===== config.mk =====
export PLATFORM = sky130hd
export DESIGN_NAME = alu
export DESIGN_NICKNAME = d
export VERILOG_FILES = /design/src/rtl/alu.sv
export SDC_FILE = /design/constraint.sdc
export NUM_CORES = 1
export LEC_CHECK = 0
export ABC_AREA = 0
export CORE_MARGIN = 2
export CORE_UTILIZATION = 45
export DETAILED_ROUTE_END_ITERATION = 10
export GPL_ROUTABILITY_DRIVEN = 0
export GPL_TIMING_DRIVEN = 0
export PLACE_DENSITY = 0.62
export SYNTH_ARGS = -nofsm -noshare
export SYNTH_HDL_FRONTEND = slang
export SYNTH_SLANG_ARGS = --single-unit

===== constraint.sdc =====
create_clock -name clk -period 1.75 [get_ports clk]
set_input_delay 0.35 -clock clk [delete_from_list [all_inputs] [get_ports clk]]
set_output_delay 0.35 -clock clk [all_outputs]
set_load 0.05 [all_outputs]

===== src/rtl/alu.sv =====
// Registered integer ALU: combinational result from op/in1/in2, captured into out when enable=1.
// Define ALU_DIV_EN to build the combinational divider; otherwise the DIV opcode returns 0.
module alu #(
  parameter int WORD_SIZE = 16
) (
  input  logic                 clk,
  input  logic                 rst_n,
  input  logic [0:3]           op,
  input  logic [0:WORD_SIZE-1] in1,
  input  logic [0:WORD_SIZE-1] in2,
  input  logic                 enable,
  output logic [0:WORD_SIZE-1] out
);

  localparam logic [0:3] ALU_ADD   = 4'h0;
  localparam logic [0:3] ALU_SUB   = 4'h1;
  localparam logic [0:3] ALU_MUL   = 4'h2;
  localparam logic [0:3] ALU_DIV   = 4'h3;
  localparam logic [0:3] ALU_AND   = 4'h4;
  localparam logic [0:3] ALU_OR    = 4'h5;
  localparam logic [0:3] ALU_XOR   = 4'h6;
  localparam logic [0:3] ALU_SLT   = 4'h7;
  localparam logic [0:3] ALU_SHIFT = 4'h8;
  localparam logic [0:3] ALU_SHR   = 4'h9;
  localparam logic [0:3] ALU_NOT   = 4'hA;

  localparam logic [0:WORD_SIZE-1] ALL_ONES = {WORD_SIZE{1'b1}};
  localparam logic [0:WORD_SIZE-1] ZERO     = {WORD_SIZE{1'b0}};
  localparam logic [0:WORD_SIZE-1] WIDTH_W  = WORD_SIZE[WORD_SIZE-1:0];

  logic [0:WORD_SIZE-1] result;
  logic [0:WORD_SIZE-1] out_d;
  logic [0:WORD_SIZE-1] out_q;
  logic                 shift_overflow;
  logic                 signed_lt;

  // Vectors are MSB-first ([0:N-1]) but arithmetic treats them as ordinary unsigned numbers.
  always_comb begin
    shift_overflow = (in2 >= WIDTH_W);
    signed_lt      = ($signed(in1) < $signed(in2));
    result         = ZERO;
    case (op)
      ALU_ADD:   result = in1 + in2;
      ALU_SUB:   result = in1 - in2;
      ALU_MUL:   result = in1 * in2;
`ifdef ALU_DIV_EN
      ALU_DIV:   result = (in2 == ZERO) ? ALL_ONES : (in1 / in2);
`else
      ALU_DIV:   result = ZERO;
`endif
      ALU_AND:   result = in1 & in2;
      ALU_OR:    result = in1 | in2;
      ALU_XOR:   result = in1 ^ in2;
      ALU_SLT:   result = {{(WORD_SIZE-1){1'b0}}, signed_lt};
      ALU_SHIFT: result = shift_overflow ? ZERO : (in1 << in2);
      ALU_SHR:   result = shift_overflow ? ZERO : (in1 >> in2);
      ALU_NOT:   result = ~in1;
      default:   result = ZERO;
    endcase
  end

  always_comb begin
    out_d = enable ? result : out_q;
  end

  always_ff @(posedge clk or negedge rst_n) begin
    if (!rst_n) begin
      out_q <= ZERO;
    end else begin
      out_q <= out_d;
    end
  end

  assign out = out_q;

endmodule


==> impl_metrics.ini, run 1 <==
[yosys]
synth_top_area_share_pct = 19.6
synth_cells = 1072
async_flop_share_pct = 100
yosysUniqueCellTypes = 75
synth_area_leaders = fa_1 (20%), ha_1 (15%), inv_1 (7.0%)
syn_area_mm2 = 0.00826
ys_seq_area_share_pct = 4.85
synth_area_leader_cell = fa_1
ys.flop_type = dfrtp_1
synth_edf_count = 0
syn-num-nets = 1291
ys_warn_count = 0
synth.avg_cell_area_um2 = 7.70
ys_ff_latch = 16

[grt]
grt.overflow.total = 0
grt_util_all_layers_pct = 33.6
grt_max_degree = 17
grt_pass1_wl_mm = 50.7
antenna_found_initial = 0
grt_pass1_vias = 8639

[sta]
skew_ns = 0
tightest_slew_ns = 1.02
slew_violations = 0
hold_viol_final = 0
post-route-period-util_pct = 302
slew_headroom_pct = 30.5
rsz0062_at_grt = true
period_needed_ns = 5.28
setup_viol = 16
whs_ns = 0.481
fmaxAchievable_mhz = 190
setup_ws_ns = -3.53

[power_and_ir_drop]
powerDensity_mw_per_mm2 = 1230
leakagePower_nw = 4.92
ir_drop_v = 0.00175
total_power_mw = 13.6

[clock_network]
clock-sinks = 16
clk_latency_ns = 0.24
cts_tree = yes
cts_root_buf = clkbuf_16
clockBufferDepth = 2
cts_max_level = 1
postCtsHoldBufs = 0
cts_buffers = 3
clkTransAtPathRegs_ns = 0.05

[detailed_routing]
drt_iter0_drc = 918
firstDrtPassIters = 8
drc = 0
totalWireLength_mm = 32.6
ant_nets = 0
vias = 8738
vias_per_cell = 6.15
wl_per_cell_um = 23.0

[worst_setup_path]
r2r_slack_ns = 0.50
cp-start-kind = input pin
timing.rr.end = out[1]
worstReg2RegStart = out[1]
worstPathMaxFanout = 6
reg2reg_depth = 6
required_ns = 1.86
crit_path_end_kind = flop
cp.arrival_ns = 5.39
crit_type = input pin to flop

[status]
failed_checks = setup timing
outcome = finished, violations left

[placed_design]
dpl.cell_count = 1354
numPortBuffers = 53
dp_hpwl_mm = 25.2

[floorplan]
core_mm2 = 0.0180
fp.dieArea_mm2 = 0.0195
pin_count = 55
die_w_um = 139
die_h_um = 139
start_util_pct = 46.0
rows = 49

[final_layout]
largest_reg_flops = 16
finalNonFillerCells = 1421
final_cell_mix = inv_1 (132), nor2_1 (103), nand2_1 (100)
final_common_cell = inv_1
synthToLayoutAreaGrowth_pct = 34.0
drive_above_1_share_pct = 26.7
nets = 1411
fin_util_pct = 61.6

[worst_hold_path]
holdPathStages = 1
hold_end = out[6]
hp-class = flop to flop
holdCritStartpoint = out[6]

[job]
cap_violations = 0
[power by group]
group          internal, mW  leakage [nW]  switching (mW)
sequential            0.428         0.214          0.0345
clock                 0.347        0.0442           0.141
combinational          5.55          4.66            7.12
total                  6.33          4.92            7.30
[synthesized netlist by cell type, types with 8 or more instances]
| cell type | number |
|---|---|
| and2_1 | 8 |
| fa_1 | 81 |
| buf_2 | 15 |
| o22ai_1 | 10 |
| a221o_1 | 9 |
| a31oi_1 | 8 |
| o2bb2ai_1 | 11 |
| nor2_1 | 128 |
| xnor2_1 | 35 |
| a211oi_1 | 15 |
| ha_1 | 99 |
| mux2i_1 | 25 |
| o21ai_0 | 51 |
| inv_1 | 154 |
| nor3_1 | 24 |
| o221ai_1 | 8 |
| nand2b_1 | 11 |
| mux4_2 | 13 |
| a21oi_1 | 45 |
| clkbuf_1 | 34 |
| nand2_1 | 112 |
| nand3_1 | 11 |
| dfrtp_1 | 16 |
| a221oi_1 | 18 |
[cell families (layout without fill, tap and decap cells)]
logic type      Yosys count  count (layout)  share of synthesized area (%)
mux                      40              40                           6.85
buf+inv                 221             340                           10.6
xor+xnor                 43              43                           4.73
simple gates            337             337                           18.5
flops                    16              16                           4.85
other cells               0               1                              0
fa+ha+maj               180             180                           34.6
compound gates          235             235                           19.9
[worst max-delay path, cell delays in order]
cell and delay (ns):
buf_8 0.10, clkbuf_16 0.15, inv_12 0.05, buf_8 0.10
buf_12 0.12, nor2_2 0.04, fa_1 0.54, fa_1 0.43
ha_2 0.19, fa_1 0.47, inv_1 0.05, fa_1 0.45
fa_1 0.49, inv_1 0.06, ha_4 0.17, or3_4 0.39
nor3_4 0.31, o31ai_4 0.14, xnor2_2 0.31, nor2_2 0.09
a2111oi_4 0.27, o2bb2ai_1 0.09
[worst max path at each step]
stage	startpoint	end	slack [ns]	depth (start not counted)
after global routing	in2[13]	out[0]	-3.64	23
after global placement	in1[12]	out[3]	-5.09	22
after floorplan	in2[13]	out[0]	-3.27	22
final	in2[13]	out[3]	-3.53	22
after CTS	in2[13]	out[0]	-3.52	23
after detailed placement	in1[12]	out[3]	-5.06	22
[layer usage]
layer	global-route usage [%]	wire (um)	up-vias
met2	53.5	14800	514
met5	0	0	-
met4	14.1	1720	0
met3	5.54	3370	93
li1	-	-	3897
met1	45.3	12800	4234
[layout make-up]
type | count | area [um^2]
diodes | 1 | 2.50
plain buffers | 60 | 729
clock buffers | 4 | 88.8
fillers | 1566 | 6900
inverters | 160 | 688
multi-input cells | 835 | 7840
flip-flops and latches | 16 | 400
well taps | 229 | 287
repair buffers | 116 | 1040
[stage by stage]
stage / TNS, ns / setup slack, ns / area [um^2]
2_1_floorplan: -35.73 / -3.27 / 8670
4_1_cts: -40.81 / -3.52 / 10700
3_5_place_dp: -60.76 / -5.06 / 9480
6_report: -41.15 / -3.53 / 11100
5_1_grt: -43.08 / -3.64 / 11100
3_3_place_gp: -61.13 / -5.09 / 9480
[timing repair]
item                                    CTS  global route
pin swaps                                54            51
endpoints found under the setup margin   27            21
setup buffers                            46            17
resized for setup                       303            66
No activity file was read; power rests on OpenSTA's default activity.
==> run 2: changes to the inputs <==
--- a/config.mk
+++ b/config.mk
@@ -13,4 +13,5 @@
 export GPL_TIMING_DRIVEN = 0
 export PLACE_DENSITY = 0.62
+export SLEW_MARGIN = 25
 export SYNTH_ARGS = -nofsm -noshare
 export SYNTH_HDL_FRONTEND = slang
==> constraint.sdc (replaced) <==
create_clock -name clk -period 1.75 [get_ports clk]
set_input_delay 0.35 -clock clk [delete_from_list [all_inputs] [get_ports clk]]
set_output_delay 0.35 -clock clk [all_outputs]
set_load 0.1 [all_outputs]
==> run 2 against run 1 <==
Effect of this change:
- the run still ends with setup timing left
- sequential power about the same
- wire length rose by 0.46%
- cell count is the same
- combinational power hardly changed
- critical endpoint unchanged
- largest power group unchanged
==> impl_metrics.ini, run 2 (same netlist as run 1, synthesis figures left out) <==
[floorplan]
fp.dieArea_mm2 = 0.0195
core_mm2 = 0.0180
pin_count = 55
die_h_um = 139
die_w_um = 139
rows = 49
start_util_pct = 46.0

[grt]
grt_max_degree = 17
grt_pass1_vias = 8643
grt_pass1_wl_mm = 50.8
grt.overflow.total = 0
grt_util_all_layers_pct = 33.6
antenna_found_initial = 0

[clock_network]
cts_max_level = 1
clock-sinks = 16
clk_latency_ns = 0.25
clkTransAtPathRegs_ns = 0.05
cts_tree = yes
postCtsHoldBufs = 0
cts_root_buf = clkbuf_16
cts_buffers = 3
clockBufferDepth = 2

[status]
failed_checks = setup timing
outcome = finished, violations left

[worst_hold_path]
hp-class = flop to flop

[sta]
setup_ws_ns = -3.52
slew_violations = 0
slew_headroom_pct = 32.4
post-route-period-util_pct = 301
fmaxAchievable_mhz = 190
skew_ns = 0
hold_viol_final = 0
period_needed_ns = 5.27
tightest_slew_ns = 0.989
rsz0062_at_grt = true
setup_viol = 16

[placed_design]
dp_hpwl_mm = 25.2
numPortBuffers = 53
pre_cts_ws_ns = -5.06

[power_and_ir_drop]
leakagePower_nw = 4.80
total_power_mw = 13.9
ir_drop_v = 0.00175
powerDensity_mw_per_mm2 = 1250

[detailed_routing]
drc = 0
vias_per_cell = 6.16
ant_nets = 0
wl_per_cell_um = 23.1
vias = 8749
totalWireLength_mm = 32.8
drt_iter0_drc = 860
firstDrtPassIters = 5

[final_layout]
largest_reg_flops = 16
nets = 1411
final_common_cell = inv_1
final_cell_mix = inv_1 (132), nor2_1 (103), nand2_1 (100)
fill_cells = 1563
drive_above_1_share_pct = 28.0
synthToLayoutAreaGrowth_pct = 34.3

[worst_setup_path]
crit_path_end_kind = flop
worstPathMaxFanout = 6
required_ns = 1.86
crit_type = input pin to flop
cp-start-kind = input pin
cp.arrival_ns = 5.38

[job]
cap_violations = 0
run 2: changes by cell type in the layout (fill, tap and decap cells not counted):
cell / change
clkdlybuf4s15_2: +16
dlygate4sd2_1: -11
dlymetal6s2s_1: -5
run 2: routing by layer:
metal / track usage [%] / up-vias / wire (um)
met5: 0 / - / 0
met4: 14.1 / 0 / 1630
met3: 5.54 / 79 / 3430
met2: 53.6 / 566 / 14900
met1: 45.4 / 4209 / 12800
li1: - / 3895 / -
run 2: what timing repair did:
| action | 4_1_cts | 5_1_grt |
|---|---|---|
| endpoints found under the setup margin | 32 | 16 |
| endpoints found under the hold margin | 0 | 0 |
| pin swaps | 54 | 51 |
| buffers inserted | 46 | 17 |
| resized for setup | 340 | 61 |
run 2: through the flow:
stage               hold slack (ns)  setup TNS, ns  utilization (%)  std cells  area, um^2
finish                        0.488         -41.19             61.7       1421       11100
global route                  0.503         -43.08             61.7       1420       11100
CTS                           0.492         -40.81             59.7       1404       10700
detailed placement            0.478         -61.92             52.8       1354        9480
global placement              0.475         -62.42             52.8       1354        9480
floorplan                    0.0544         -35.73                -       1072        8670
run 2: critical path: stages:
cell and delay (ns):
buf_8 0.10, clkbuf_16 0.16, inv_12 0.05, buf_8 0.10, buf_12 0.12, nor2_2 0.04
fa_1 0.54, fa_1 0.43, ha_2 0.19, fa_1 0.47, inv_1 0.05, fa_1 0.45
fa_1 0.49, inv_1 0.06, ha_4 0.17, or3_4 0.39, nor3_4 0.30, o31ai_4 0.14
xnor2_2 0.31, nor2_2 0.09, a2111oi_4 0.27, o2bb2ai_1 0.09
run 2: power by group:
group          total, mW  leakage, nW  internal, mW  switching [mW]
Clock              0.492       0.0442         0.347           0.145
Combinational       12.9         4.55          5.57            7.38
Sequential         0.465        0.214         0.428          0.0368
Total               13.9         4.80          6.34            7.56
run 2: path summary, 6_finish.rpt:
| path | from | to | slack, ns | cells after the start |
|---|---|---|---|---|
| min in group asynchronous | rst_n | out[0] | 0.54 | 1 |
| max in group asynchronous | rst_n | out[7] | 0.74 | 1 |
| hold reg to reg | out[6] | out[6] | 0.49 | 1 |
| setup reg to reg | out[1] | out[1] | 0.49 | 6 |
| hold / removal | out[6] | out[6] | 0.49 | 1 |
| setup / recovery | in2[13] | out[3] | -3.52 | 22 |
run 2: layout make-up:
type	instances	area, um^2	share of cell area [%]
plain buffers	60	729	6.58
repair buffers	116	1060	9.53
diodes	1	2.50	0.0226
flip-flops and latches	16	400	3.61
well taps	229	287	2.58
clock buffers	4	88.8	0.801
multi-input cells	835	7840	70.7
inverters	160	688	6.21
